## src/rtl/uart_pkg.sv

```systemverilog
// ---------------------------------------------------------------------------
// uart_pkg
//   Definitions shared by the UART transmit and receive paths.
//   - uart_state_t : frame FSM states. The receiver uses the same encoding,
//                    so a single checker can follow either side.
//   - OVERSAMPLE   : s_tick pulses per bit period.
//   - cnt_width    : counter width for a terminal count, with a lower bound.
// ---------------------------------------------------------------------------
package uart_pkg;

    typedef enum logic [1:0] {
        IDLE  = 2'd0,
        START = 2'd1,
        DATA  = 2'd2,
        STOP  = 2'd3
    } uart_state_t;

    localparam int OVERSAMPLE = 16;

    // Width needed to count 0..(count-1). The result is never below min_w,
    // so a short stop period still leaves room for the 0..15 bit count.
    function automatic int cnt_width(input int count, input int min_w);
        int w;
        w = $clog2(count);
        if (w < min_w) begin
            w = min_w;
        end
        return w;
    endfunction

endpackage : uart_pkg

```

## src/rtl/uart_tx.sv

```systemverilog
// ---------------------------------------------------------------------------
// uart_tx
//   UART serial transmitter. A parallel word is framed as one start bit
//   (low), DBIT data bits LSB-first and a stop period (high) that lasts
//   SB_TICK s_tick pulses. Bit timing comes from the shared oversampling
//   strobe s_tick, which pulses OVERSAMPLE times per bit period.
//
// Parameters
//   DBIT         data bits per frame (default 8)
//   SB_TICK      stop-period length in s_tick pulses (16/24/32 = 1/1.5/2)
//
// Ports
//   clk          in   system clock, rising edge
//   reset        in   synchronous, active-high
//   s_tick       in   baud oversampling strobe, one clk wide
//   tx_start     in   send request, only looked at in IDLE
//   din          in   data word, captured when tx_start is accepted
//   tx_busy      out  high in every state except IDLE (registered)
//   tx_done_tick out  one-clk pulse at the end of the stop period
//   tx           out  serial line, registered, idles high
//
// Handshake: tx_start acts as a valid with tx_busy as its inverted ready.
// A request is taken on any rising edge where the FSM is in IDLE
// (tx_busy low), and din is captured on that same edge. A request while
// busy is dropped, not queued. Holding tx_start high through tx_done_tick
// starts the next frame one clk later.
//
// Observation: state_q holds the current FSM state as a uart_state_t.
// ---------------------------------------------------------------------------
module uart_tx
    import uart_pkg::*;
#(
    parameter int DBIT    = 8,
    parameter int SB_TICK = 16
) (
    input  logic            clk,
    input  logic            reset,
    input  logic            s_tick,
    input  logic            tx_start,
    input  logic [DBIT-1:0] din,
    output logic            tx_busy,
    output logic            tx_done_tick,
    output logic            tx
);

    // Tick counter: it counts the 16 ticks of a data bit and the SB_TICK
    // ticks of the stop period, so it needs at least 4 bits.
    localparam int SW = cnt_width(SB_TICK, 4);
    // Bit counter: counts 0..DBIT-1. It needs at least 1 bit so DBIT=1
    // still gives a legal vector.
    localparam int NW = cnt_width(DBIT, 1);

    localparam logic [SW-1:0] S_BIT_LAST  = SW'(OVERSAMPLE - 1);
    localparam logic [SW-1:0] S_STOP_LAST = SW'(SB_TICK - 1);
    localparam logic [NW-1:0] N_LAST      = NW'(DBIT - 1);

    uart_state_t     state_q, state_d;
    logic [SW-1:0]   s_q, s_d;
    logic [NW-1:0]   n_q, n_d;
    logic [DBIT-1:0] b_q, b_d;
    logic            tx_q, tx_d;
    logic            done_q, done_d;
    logic            busy_q, busy_d;

    // ------------------------------------------------------------------
    // Next-state logic
    // ------------------------------------------------------------------
    always_comb begin
        state_d = state_q;
        s_d     = s_q;
        n_d     = n_q;
        b_d     = b_q;
        done_d  = 1'b0;

        case (state_q)
            IDLE: begin
                // The start does not wait for s_tick. A tick that arrives
                // on the accepting edge is not counted.
                if (tx_start) begin
                    b_d     = din;
                    s_d     = '0;
                    state_d = START;
                end
            end

            START: begin
                if (s_tick) begin
                    if (s_q == S_BIT_LAST) begin
                        s_d     = '0;
                        n_d     = '0;
                        state_d = DATA;
                    end else begin
                        s_d = s_q + SW'(1);
                    end
                end
            end

            DATA: begin
                if (s_tick) begin
                    if (s_q == S_BIT_LAST) begin
                        s_d = '0;
                        b_d = b_q >> 1;
                        if (n_q == N_LAST) begin
                            state_d = STOP;
                        end else begin
                            n_d = n_q + NW'(1);
                        end
                    end else begin
                        s_d = s_q + SW'(1);
                    end
                end
            end

            STOP: begin
                if (s_tick) begin
                    if (s_q == S_STOP_LAST) begin
                        done_d  = 1'b1;
                        state_d = IDLE;
                    end else begin
                        s_d = s_q + SW'(1);
                    end
                end
            end

            default: begin
                state_d = IDLE;
            end
        endcase
    end

    // ------------------------------------------------------------------
    // Output decode from the next state. The line level and tx_busy are
    // registered together with the state, so they change on the same edge
    // as the state. In DATA, b_d[0] is the bit for the next period, which
    // already reflects the shift that happens at the bit boundary.
    // ------------------------------------------------------------------
    always_comb begin
        tx_d = 1'b1;
        case (state_d)
            IDLE:    tx_d = 1'b1;
            START:   tx_d = 1'b0;
            DATA:    tx_d = b_d[0];
            STOP:    tx_d = 1'b1;
            default: tx_d = 1'b1;
        endcase
        busy_d = (state_d != IDLE);
    end

    // ------------------------------------------------------------------
    // State register with synchronous reset
    // ------------------------------------------------------------------
    always_ff @(posedge clk) begin
        if (reset) begin
            state_q <= IDLE;
            s_q     <= '0;
            n_q     <= '0;
            b_q     <= '0;
            tx_q    <= 1'b1;
            done_q  <= 1'b0;
            busy_q  <= 1'b0;
        end else begin
            state_q <= state_d;
            s_q     <= s_d;
            n_q     <= n_d;
            b_q     <= b_d;
            tx_q    <= tx_d;
            done_q  <= done_d;
            busy_q  <= busy_d;
        end
    end

    assign tx           = tx_q;
    assign tx_done_tick = done_q;
    assign tx_busy      = busy_q;

endmodule : uart_tx

```

## config.mk

```make
export PLATFORM = sky130hd
export DESIGN_NAME = uart_tx
export DESIGN_NICKNAME = d
export VERILOG_FILES = /design/src/rtl/uart_pkg.sv /design/src/rtl/uart_tx.sv
export SDC_FILE = /design/constraint.sdc
export NUM_CORES = 1
export LEC_CHECK = 0
export ABC_AREA = 1
export BUFFER_PORTS_ARGS = -buffer_cell sky130_fd_sc_hd__buf_2
export CAP_MARGIN = 20
export CORE_MARGIN = 2
export CORE_UTILIZATION = 63
export CTS_BUF_LIST = sky130_fd_sc_hd__clkbuf_4
export DETAILED_ROUTE_END_ITERATION = 10
export PLACE_DENSITY_LB_ADDON = 0.3
export SLEW_MARGIN = 20
export SYNTH_ARGS = -nofsm -noshare
export SYNTH_HDL_FRONTEND = slang
export SYNTH_SLANG_ARGS = --single-unit
```

## constraint.sdc

```tcl
create_clock -name clk -period 3.66 [get_ports clk]
set_input_delay 0.732 -clock clk [delete_from_list [all_inputs] [get_ports clk]]
set_output_delay 0.732 -clock clk [all_outputs]
set_load 0.01 [all_outputs]
```

## After elaboration in Yosys (flattened, before gate mapping)

Cells that the tools add are included.

- Register bits: 20
- Input port bits: 12
- Logic and storage cells: 67
- Output and inout port bits: 3

- Add/subtract/negate cells: 2
- Reductions and logical operators: 11
- Muxes and demuxes: 27
- Equality and inequality tests: 17
- Bitwise operators: 2

Operators with widths:

| cell | number |
|---|---|
| 8-bit 2-to-1 mux | 3 |
| 4-bit 2-to-1 mux | 5 |
| 2-bit 2-to-1 mux | 8 |
| 2-bit != test, second input constant | 8 |
| 8-bit one-hot mux with 2 select lines | 1 |
| 3-bit 2-to-1 mux | 5 |
| 4-bit one-hot mux with 3 select lines | 1 |
| 2-bit equality test, second input constant | 4 |
| 2-bit one-hot mux with 4 select lines | 1 |
| 4-bit AND reduction | 2 |
| 3-bit one-hot mux with 2 select lines | 1 |
| 6-bit AND reduction | 1 |
| 2-bit nonzero test | 3 |
| 4-bit by 1-bit adder with 4-bit output, second input constant | 1 |
| 2-bit by 1-bit equality test with 1-bit output, second input constant | 2 |
| 4-bit equality test, second input constant | 1 |
| 2-bit zero test | 2 |
| 2-bit OR reduction | 2 |
| 3-bit by 1-bit adder with 3-bit output, second input constant | 1 |
| 3-bit equality test, second input constant | 1 |
| 1-bit one-hot mux with 3 select lines | 1 |
| 3-bit OR reduction | 1 |
| 2-bit by 1-bit != test with 1-bit output, second input constant | 1 |
| 1-bit NOT | 2 |
| 1-bit 2-to-1 mux | 1 |

## Logic depth before layout (Yosys ltp)

Gate-level depths: netlist of run 1.

- Depth after elaboration: 8
- Gate-level depth with buffers: 12
- Depth with buffers taken out: 12

## Least setup slack after synthesis of run 1

OpenSTA, ideal clock, no wires.

- Kind: input to register
- Start point: input s_tick
- End point: register tx_q, in the netlist tx
- Setup time: 119 ps
- Cell stages on the path: 9
- Data arrival time: 1,578 ps
- Path buffers: 1
- Data required time: 3,541 ps
- Setup slack: 1,963 ps
- Cell sequence: nand4_2 > buf_6 > o21ai_0 > nand2_1 > nand2_1 > ha_1 > nand2_1 > nand2_1 > nand2_1

- Cells in the longest elaborated chain, start to end: 5
- Elaborated cells on any way between the ends: 12
- Those cells by class: eq/ne: 3; mux: 7; reduce/logical: 2

Ends and longest elaborated chain:

| item | RTL line | text |
|---|---|---|
| start: declaration | uart_tx.sv:38 | `input logic s_tick,` |
| 2-bit 2-to-1 mux (on tied branches) | uart_tx.sv:115, uart_tx.sv:87, uart_tx.sv:99 |  |
| 2-bit one-hot mux with 4 select lines | uart_tx.sv:75 | `case (state_q)` |
| 2-bit equality test / 2-bit zero test (equally long branches) | uart_tx.sv:139 | `case (state_d)` |
| 2-bit OR reduction (no line) | - |  |
| 1-bit one-hot mux with 3 select lines * | uart_tx.sv:139 |  |
| end signal: assignment | uart_tx.sv:166 | `tx_q <= tx_d;` |
| end: declaration | uart_tx.sv:61 | `logic tx_q, tx_d;` |

Every way passes the cells marked *; elsewhere a longest branch is shown, timed or not. The select of a mux whose other input is x is not followed.
A chain may end at the register's enable or synchronous reset.

## Worst setup path after layout of run 1

- Start point: register s_q[0]
- End point: register tx_q, in the netlist tx

- Cells in the longest elaborated chain, start to end: 7
- Elaborated cells on any way between the ends: 17
- Those cells by class: eq/ne: 4; mux: 11; reduce/logical: 2

Ends and longest elaborated chain:

| item | RTL line | text |
|---|---|---|
| start: declaration | uart_tx.sv:58 | `logic [SW-1:0] s_q, s_d;` |
| start signal: assignment | uart_tx.sv:155 | `s_q <= '0;` |
| start signal: assignment | uart_tx.sv:163 | `s_q <= s_d;` |
| 4-bit equality test * | uart_tx.sv:88, uart_tx.sv:100, uart_tx.sv:116 |  |
| 2-bit 2-to-1 mux (on tied branches) | uart_tx.sv:116, uart_tx.sv:88, uart_tx.sv:100 |  |
| 2-bit 2-to-1 mux (on tied branches) | uart_tx.sv:115, uart_tx.sv:87, uart_tx.sv:99 |  |
| 2-bit one-hot mux with 4 select lines * | uart_tx.sv:75 |  |
| net state_d[1] | uart_tx.sv:57 | `uart_state_t state_q, state_d;` |
| 2-bit equality test / 2-bit zero test (equally long branches) | uart_tx.sv:139 |  |
| 2-bit OR reduction (no line) | - |  |
| 1-bit one-hot mux with 3 select lines * | uart_tx.sv:139 |  |

The timed path passes the listed nets; every way through them passes the cells marked *. The select of a mux whose other input is x is not followed.

==> report_table.html, run 1 <==
<table>
<tr><th>Metric</th><th>Value</th></tr>
<tr><th colspan="2">GRT</th></tr>
<tr><td>Vias in the first global route</td><td>870</td></tr>
<tr><td>Antenna violations before repair</td><td>0</td></tr>
<tr><td>Overall track demand over capacity in global routing</td><td>22.4%</td></tr>
<tr><td>Remaining global-route overflow</td><td>0</td></tr>
<tr><td>Maximum number of pins on one net before global-route repair</td><td>15</td></tr>
<tr><td>Wire length of the first global-routing pass</td><td>3.52 mm</td></tr>
<tr><th colspan="2">CTS</th></tr>
<tr><td>Resized Gates After CTS</td><td>0</td></tr>
<tr><td>TritonCTS clock tree</td><td>done</td></tr>
<tr><td>Quantity of hold-fixing buffers added after cts</td><td>0</td></tr>
<tr><td>Maximum buffer depth of the clock tree</td><td>2</td></tr>
<tr><td>Clock-pin slew on the worst setup and hold paths</td><td>0.12 ns</td></tr>
<tr><td>Clock root buffer</td><td>clkbuf_4</td></tr>
<tr><td>CTS buffer count</td><td>3</td></tr>
<tr><td>Clock latency at the later pin of the worst-skew pair</td><td>0.30 ns</td></tr>
<tr><td>Setup Buffers After CTS</td><td>0</td></tr>
<tr><td>Count of H-tree levels built during CTS</td><td>1</td></tr>
<tr><td>TritonCTS Sinks</td><td>20</td></tr>
<tr><th colspan="2">Worst setup path</th></tr>
<tr><td>Worst-path cell chain</td><td>ha_1 &gt; nand4_2 &gt; nand3_1 &gt; nand3_1 &gt; nand2_1 &gt; nand2_1 &gt; inv_1 &gt; ha_1 &gt; nand2_1 &gt; nand2_1 &gt; nand2_1</td></tr>
<tr><td>Total buffers and inverters traversed by the critical path</td><td>1</td></tr>
<tr><td>Highest net fanout along the worst path</td><td>12</td></tr>
<tr><td>Critical path capture point type</td><td>flip-flop</td></tr>
<tr><td>Origin of the critical flop-to-flop path</td><td>s_q[0]</td></tr>
<tr><td>Highest cell delay on the worst timing path</td><td>roughly 0.40 ns</td></tr>
<tr><td>Minimum setup slack among reg-to-reg paths</td><td>1.78 ns</td></tr>
<tr><td>Element type at the critical path start</td><td>flip-flop</td></tr>
<tr><td>Crit path top cell by count</td><td>nand2_1</td></tr>
<tr><td>Critical setup path kind</td><td>reg -&gt; reg</td></tr>
<tr><td>CP Data Arrival Time</td><td>around 2.1 ns</td></tr>
<tr><td>Slowest CP cell</td><td>dfxtp_1</td></tr>
<tr><td>Critical R2R Capture</td><td>tx</td></tr>
<tr><td>R2R depth</td><td>11</td></tr>
<tr><td>Largest delay share family, worst path</td><td>simple AND/OR/NAND/NOR gates</td></tr>
<tr><td>Required time of the critical path</td><td>3.90 ns</td></tr>
<tr><th colspan="2">Synthesis</th></tr>
<tr><td>Number of cells produced by synthesis</td><td>between 150 and 200</td></tr>
<tr><td>Part of the Yosys area used for sequential elements</td><td>a little over a third</td></tr>
<tr><td>Post-synth design cell area</td><td>1140 um2</td></tr>
<tr><td>Warnings, synthesis</td><td>0</td></tr>
<tr><td>Mean instance size in the synthesized netlist</td><td>7.04 um2</td></tr>
<tr><td>FF+latch count, synth</td><td>20</td></tr>
<tr><td>Number of library cell types mapped by synthesis</td><td>24</td></tr>
<tr><td>Net count of the mapped netlist</td><td>184</td></tr>
<tr><th colspan="2">Place</th></tr>
<tr><td>Placement Cell Area</td><td>1220 um2</td></tr>
<tr><td>Worst slack at placement</td><td>between 1.5 and 2 ns</td></tr>
<tr><td>DPL Wire Length</td><td>1.73 mm</td></tr>
<tr><td>Quantity of I/O buffers inserted on ports</td><td>14</td></tr>
<tr><td>Routability congestion estimate from global placement</td><td>around 0.87</td></tr>
<tr><th colspan="2">Routing</th></tr>
<tr><td>DRC violations left</td><td>0</td></tr>
<tr><td>Final antenna-violating net count</td><td>0</td></tr>
<tr><td>Total detailed-routing wirelength</td><td>between 2 and 2.5 mm</td></tr>
<tr><td>Number of search-and-repair iterations in the first detailed-routing pass</td><td>4</td></tr>
<tr><td>Number of DRC markers in iteration 0</td><td>10</td></tr>
<tr><td>Average wire length per cell after detail routing</td><td>about 11 um</td></tr>
<tr><td>Vias per cell</td><td>5.27</td></tr>
<tr><td>Via count of the routed design</td><td>1065</td></tr>
<tr><th colspan="2">Timing</th></tr>
<tr><td>Fmax achieved</td><td>531 MHz</td></tr>
<tr><td>Transition time at the pin with the least slew margin</td><td>0.474 ns</td></tr>
<tr><td>Tightest slew margin relative to the limit</td><td>68.4%</td></tr>
<tr><td>Clock Skews</td><td>0.00276 ns</td></tr>
<tr><td>Final setup fails</td><td>0</td></tr>
<tr><td>Post-route clock period utilization</td><td>51.4%</td></tr>
<tr><td>Number of slew-limit violations in the final report</td><td>0</td></tr>
<tr><td>Final Critical Period</td><td>1.88 ns</td></tr>
<tr><td>Final hold violation count</td><td>0</td></tr>
<tr><td>PnR worst setup slack</td><td>1.78 ns</td></tr>
<tr><td>Final setup TNS</td><td>0 ns</td></tr>
<tr><td>Worst slack on hold paths</td><td>0.483 ns</td></tr>
<tr><td>Setup repair after global routing missed its margin</td><td>false</td></tr>
<tr><th colspan="2">Flow run</th></tr>
<tr><td>Max-cap violations</td><td>0</td></tr>
<tr><th colspan="2">Cells and area</th></tr>
<tr><td>Total non-filler cell area in the finished layout</td><td>1250 um2</td></tr>
<tr><td>Most frequent cells in the layout</td><td>nand2_1 (41), nor2_1 (20), dfxtp_1 (20)</td></tr>
<tr><td>Filler cell count in the final layout</td><td>145</td></tr>
<tr><td>Sequential cell area</td><td>400 um2</td></tr>
<tr><td>Most common cell after layout, fill and taps aside</td><td>nand2_1</td></tr>
<tr><td>Total Nets Final</td><td>200</td></tr>
<tr><td>Fraction of final layout cells sized beyond drive strength 1</td><td>16.4%</td></tr>
<tr><td>Diodes inserted</td><td>0</td></tr>
<tr><td>Area added between synthesis and finish</td><td>9.44%</td></tr>
<tr><td>Area of the multi-input gates</td><td>approximately 650 um2</td></tr>
<tr><th colspan="2">Min path</th></tr>
<tr><td>Class of the tightest hold or removal check</td><td>reg -&gt; reg</td></tr>
<tr><td>Hold path start</td><td>b_q[7]</td></tr>
<tr><td>Hold worst-path end</td><td>b_q[7]</td></tr>
<tr><td>Min-Delay Path Depth</td><td>2</td></tr>
<tr><th colspan="2">Power</th></tr>
<tr><td>VDD IR-drop max</td><td>0.272 mV</td></tr>
<tr><td>Total power</td><td>around 430 uW</td></tr>
<tr><td>Total power density per cell area</td><td>346 nW/um2</td></tr>
<tr><td>Leakage power of the design</td><td>between 0.5 and 0.6 nW</td></tr>
<tr><th colspan="2">Floorplanning</th></tr>
<tr><td>Die X-Extent</td><td>46.5 um</td></tr>
<tr><td># rows</td><td>15</td></tr>
<tr><td>Total Die Area</td><td>approximately 2200 um2</td></tr>
<tr><td>I/O pin total</td><td>15</td></tr>
<tr><td>Height of the die</td><td>46.5 um</td></tr>
<tr><td>Initial cell density of the core</td><td>66.7%</td></tr>
<tr><td>Core footprint</td><td>1710 um2</td></tr>
<tr><th colspan="2">Run status</th></tr>
<tr><td>Run status</td><td>completed</td></tr>
</table>
[flip-flops by register name (all words and copies together), names as in the netlist]
register	cells
tx	1
s_q	4
tx_done_tick	1
n_q	3
tx_busy	1
b_q	8
state_q	2
[where the power goes]
group / switching [mW] / total [mW] / leakage [nW] / internal, mW
sequential: 0.00723 / 0.239 / 0.164 / 0.232
clock: 0.0685 / 0.108 / 0.0154 / 0.0397
combinational: 0.0547 / 0.0846 / 0.412 / 0.0299
total: 0.130 / 0.432 / 0.591 / 0.301
[worst max-delay path by stage]
stage,startpoint,end,cells after the start
finish,s_q[0],tx,11
global route,s_q[0],tx,11
CTS,s_q[0],tx,11
detailed placement,s_tick,tx,11
global placement,s_tick,tx,11
floorplan,s_tick,tx,9
[synthesized netlist by cell type (all sizes together)]
master / n / area, um2
buf: 2 / 16.3
dfxtp: 20 / 400
nand4: 3 / 25.0
ha: 10 / 125
a21o: 1 / 7.51
nor3: 1 / 5.00
a21oi: 9 / 48.8
o211a: 1 / 10.0
nor2: 24 / 115
nand3: 9 / 50.1
o21ai: 19 / 95.1
a31oi: 1 / 6.26
nand2: 42 / 160
inv: 19 / 71.3
clkbuf: 1 / 3.75
[cells by family (layout without fill, tap and decap cells)]
logic type | count (synthesis) | after routing | synth area share [%]
flops | 20 | 20 | 35.1
buf+inv | 22 | 37 | 8.01
fa+ha+maj | 10 | 10 | 11.0
simple gates | 79 | 79 | 31.2
compound gates | 31 | 31 | 14.7
[layer usage]
metal / GRT usage, % / vias to the layer above / wire length, um
met5: 0 / - / 0
met4: 8.00 / 0 / 38
met3: 3.53 / 6 / 101
met2: 36.7 / 25 / 1110
met1: 29.6 / 483 / 1020
li1: - / 551 / -
[tightest hold or removal path, stage by stage (launching register included)]
cell     delay (ns)
dfxtp_1        0.33
nand2_1        0.06
a21oi_1        0.06
[final cells by class]
cell class,count,share of cell area (%)
Sequential cell,20,32.1
Timing Repair Buffer,14,5.62
Inverter,19,5.72
Clock inverter,1,0.301
Clock buffer,3,1.81
Tap cell,25,2.51
Multi-Input combinational cell,120,52.0
[metrics by stage]
step / util (%) / cells
after floorplan: - / 162
after global placement: 71.5 / 198
after detailed placement: 71.5 / 198
after CTS: 73.0 / 202
after global routing: 73.0 / 202
final: 73.0 / 202
(Power assumes the default switching activity.)
==> run 2: changes to the inputs <==
--- a/config.mk
+++ b/config.mk
@@ -9,7 +9,7 @@
 export BUFFER_PORTS_ARGS = -buffer_cell sky130_fd_sc_hd__buf_2
 export CAP_MARGIN = 20
 export CORE_MARGIN = 2
-export CORE_UTILIZATION = 63
+export CORE_UTILIZATION = 59
 export CTS_BUF_LIST = sky130_fd_sc_hd__clkbuf_4
 export DETAILED_ROUTE_END_ITERATION = 10
 export PLACE_DENSITY_LB_ADDON = 0.3
==> constraint.sdc (replaced) <==
create_clock -name clk -period 1.9 [get_ports clk]
set_input_delay 0.38 -clock clk [delete_from_list [all_inputs] [get_ports clk]]
set_output_delay 0.38 -clock clk [all_outputs]
set_load 0.01 [all_outputs]
==> run 2 against run 1 <==
  * Wire length increased by 2.2%
  * Clock-buffer cell count unchanged
  * Largest power group unchanged
  * Clock power increased by 90%
  * Die area increased by 6.2%
  * Critical path depth decreased by 3
  * Critical path type unchanged
  * Worst setup slack got worse by 1.6 ns
  * Sequential power increased by 92%
  * Cell count increased by 0.99%
  * Utilization decreased by 0.77 points
  * Highest routed layer unchanged
  * Sequential share of layout area decreased by 0.59 points
==> report_table.html, run 2 (synthesis results as in run 1) <==
<table>
<tr><th>Metric</th><th>Value</th></tr>
<tr><th colspan="2">CTS</th></tr>
<tr><td>Maximum buffer depth of the clock tree</td><td>2</td></tr>
<tr><td>Clock root buffer</td><td>clkbuf_4</td></tr>
<tr><td>TritonCTS Sinks</td><td>20</td></tr>
<tr><td>Clock latency at the later pin of the worst-skew pair</td><td>0.30 ns</td></tr>
<tr><td>Setup Buffers After CTS</td><td>0</td></tr>
<tr><td>TritonCTS clock tree</td><td>done</td></tr>
<tr><td>Quantity of hold-fixing buffers added after cts</td><td>0</td></tr>
<tr><td>Count of H-tree levels built during CTS</td><td>1</td></tr>
<tr><td>CTS buffer count</td><td>3</td></tr>
<tr><td>Resized Gates After CTS</td><td>0</td></tr>
<tr><td>Clock-pin slew on the worst setup and hold paths</td><td>0.11 ns</td></tr>
<tr><th colspan="2">Flow run</th></tr>
<tr><td>Max-cap violations</td><td>0</td></tr>
<tr><th colspan="2">Place</th></tr>
<tr><td>Routability congestion estimate from global placement</td><td>roughly 0.85</td></tr>
<tr><td>Quantity of I/O buffers inserted on ports</td><td>14</td></tr>
<tr><td>DPL Wire Length</td><td>1.75 mm</td></tr>
<tr><td>Inst Count DP</td><td>200</td></tr>
<tr><th colspan="2">Worst setup path</th></tr>
<tr><td>Slowest CP cell</td><td>dfxtp_1</td></tr>
<tr><td>Worst-path cell chain</td><td>inv_1 &gt; ha_1 &gt; buf_4 &gt; o21ai_0 &gt; nor2_4 &gt; inv_1 &gt; nand2_1 &gt; a21oi_1</td></tr>
<tr><td>CP Data Arrival Time</td><td>1.98 ns</td></tr>
<tr><td>Total buffers and inverters traversed by the critical path</td><td>3</td></tr>
<tr><td>Largest delay share family, worst path</td><td>compound AO/OA/AOI/OAI gates</td></tr>
<tr><td>Critical setup path kind</td><td>reg -&gt; reg</td></tr>
<tr><td>Crit path top cell by count</td><td>inv_1</td></tr>
<tr><td>Critical path capture point type</td><td>flip-flop</td></tr>
<tr><td>Highest cell delay on the worst timing path</td><td>0.37 ns</td></tr>
<tr><td>Highest net fanout along the worst path</td><td>10</td></tr>
<tr><td>Required time of the critical path</td><td>between 2 and 2.5 ns</td></tr>
<tr><td>Element type at the critical path start</td><td>flip-flop</td></tr>
<tr><th colspan="2">Cells and area</th></tr>
<tr><td>Fraction of final layout cells sized beyond drive strength 1</td><td>18.4%</td></tr>
<tr><td>Total Nets Final</td><td>between 200 and 250</td></tr>
<tr><td>Biggest register</td><td>b_q</td></tr>
<tr><td>Area added between synthesis and finish</td><td>11.9%</td></tr>
<tr><td>Most frequent cells in the layout</td><td>nand2_1 (41), nor2_1 (20), dfxtp_1 (19)</td></tr>
<tr><td>Registers with the most flip-flops</td><td>b_q (8), s_q (4), n_q (3)</td></tr>
<tr><td>Filler cell count in the final layout</td><td>around 160</td></tr>
<tr><td>Post-route non-filler standard cell count</td><td>approximately 200</td></tr>
<tr><td>Most common cell after layout, fill and taps aside</td><td>nand2_1</td></tr>
<tr><td>Largest register FFs</td><td>8</td></tr>
<tr><td>Diodes inserted</td><td>0</td></tr>
<tr><th colspan="2">Power</th></tr>
<tr><td>Clock share of power</td><td>between 20% and 30%</td></tr>
<tr><td>Total power density per cell area</td><td>650 nW/um2</td></tr>
<tr><td>Cell-internal power</td><td>approximately 580 uW</td></tr>
<tr><td>Leakage power of the design</td><td>approximately 0.6 nW</td></tr>
<tr><td>Part of the power in registers</td><td>55.5%</td></tr>
<tr><td>Combinational Power Share</td><td>about a fifth</td></tr>
<tr><td>VDD IR-drop max</td><td>around 0.50 mV</td></tr>
<tr><td>Switching part of the total</td><td>29.9%</td></tr>
<tr><td>Sw Pwr</td><td>~250 uW</td></tr>
<tr><th colspan="2">Routing</th></tr>
<tr><td>Average wire length per cell after detail routing</td><td>11.4 um</td></tr>
<tr><td>Vias per cell</td><td>5.17</td></tr>
<tr><td>Final antenna-violating net count</td><td>0</td></tr>
<tr><td>Via count of the routed design</td><td>1054</td></tr>
<tr><td>Number of DRC markers in iteration 0</td><td>11</td></tr>
<tr><td>DRC violations left</td><td>0</td></tr>
<tr><td>Total detailed-routing wirelength</td><td>2.32 mm</td></tr>
<tr><td>Number of search-and-repair iterations in the first detailed-routing pass</td><td>4</td></tr>
<tr><th colspan="2">Run status</th></tr>
<tr><td>Run status</td><td>completed</td></tr>
<tr><th colspan="2">GRT</th></tr>
<tr><td>Antenna violations before repair</td><td>0</td></tr>
<tr><td>Overall track demand over capacity in global routing</td><td>24.5%</td></tr>
<tr><td>Vias in the first global route</td><td>915</td></tr>
<tr><td>Wire length of the first global-routing pass</td><td>roughly 3.8 mm</td></tr>
<tr><td>Remaining global-route overflow</td><td>0</td></tr>
<tr><td>Maximum number of pins on one net before global-route repair</td><td>12</td></tr>
<tr><th colspan="2">Floorplanning</th></tr>
<tr><td>Height of the die</td><td>48.0 um</td></tr>
<tr><td>I/O pin total</td><td>15</td></tr>
<tr><td># rows</td><td>15</td></tr>
<tr><td>Core footprint</td><td>1760 um2</td></tr>
<tr><td>Initial cell density of the core</td><td>64.6%</td></tr>
<tr><td>Total Die Area</td><td>2300 um2</td></tr>
<tr><td>Die X-Extent</td><td>48.0 um</td></tr>
<tr><th colspan="2">Timing</th></tr>
<tr><td>Number of slew-limit violations in the final report</td><td>0</td></tr>
<tr><td>Final hold violation count</td><td>0</td></tr>
<tr><td>Setup repair after global routing missed its margin</td><td>false</td></tr>
<tr><td>Fmax achieved</td><td>575 MHz</td></tr>
<tr><td>Transition time at the pin with the least slew margin</td><td>0.342 ns</td></tr>
<tr><td>Clock Skews</td><td>around 0.0020 ns</td></tr>
<tr><td>Final Critical Period</td><td>between 1.5 and 2 ns</td></tr>
<tr><td>Tightest slew margin relative to the limit</td><td>77.0%</td></tr>
<tr><td>Final setup fails</td><td>0</td></tr>
<tr><td>Final setup TNS</td><td>0 ns</td></tr>
<tr><td>Post-route clock period utilization</td><td>a little over 90%</td></tr>
<tr><th colspan="2">Min path</th></tr>
<tr><td>Class of the tightest hold or removal check</td><td>in -&gt; reg</td></tr>
</table>
run 2: worst paths after layout:
check | end | cells past startpoint | startpoint | slack [ns]
worst max-delay path | n_q[1] | 8 | state_q[0] | 0.16
worst min-delay path | b_q[7] | 3 | din[7] | 0.32
worst max register to register | n_q[1] | 8 | state_q[0] | 0.16
worst min register to register | b_q[7] | 2 | b_q[7] | 0.48
run 2: metal layers:
metal	share of wire, %	vias to the layer above	global-route usage [%]
li1	-	556	-
met1	45	473	29.6
met2	49	23	40.8
met3	4.9	2	7.92
met4	0.99	0	8.11
met5	0	-	0
run 2: worst reg2reg max path: cells and delay by family (launching register included):
| family | cells | cell delay, ns |
|---|---|---|
| adder cells (fa/ha/maj) | 1 | 0.29 |
| buffers and inverters | 3 | 0.38 |
| AO/OA/AOI/OAI | 2 | 0.48 |
| AND/OR/NAND/NOR | 2 | 0.16 |
| flip-flops | 1 | 0.37 |
run 2: final cells by class:
type	count	area (um2)	share of cell area, %
clock buffer	3	22.5	1.77
clock inverter	1	3.75	0.294
inverter	19	71.3	5.59
multi-input combinational	120	659	51.7
sequential	20	402	31.5
tap	25	31.3	2.45
timing repair buffer	16	85.1	6.67
run 2: stage by stage:
step / setup slack, ns / hold slack (ns) / total power [mW] / util, % / cell area, um2
5_1_grt: 0.00779 / 0.322 / 0.886 / 72.3 / 1270
4_1_cts: 0.117 / 0.311 / 0.837 / 71.6 / 1260
6_report: 0.160 / 0.318 / 0.829 / 72.3 / 1270
3_3_place_gp: 0.191 / 0.456 / 0.627 / 70.1 / 1240
3_5_place_dp: 0.143 / 0.456 / 0.632 / 70.1 / 1240
2_1_floorplan: 0.317 / 0.444 / 0.586 / - / 1140
run 2: power by group through the flow:
stage,sequential [mW],clock (mW),combinational (mW)
after CTS,0.459,0.214,0.164
after floorplan,0.469,0,0.117
after global placement,0.468,0,0.159
after global routing,0.463,0.233,0.190
final,0.460,0.205,0.163
after detailed placement,0.468,0,0.163
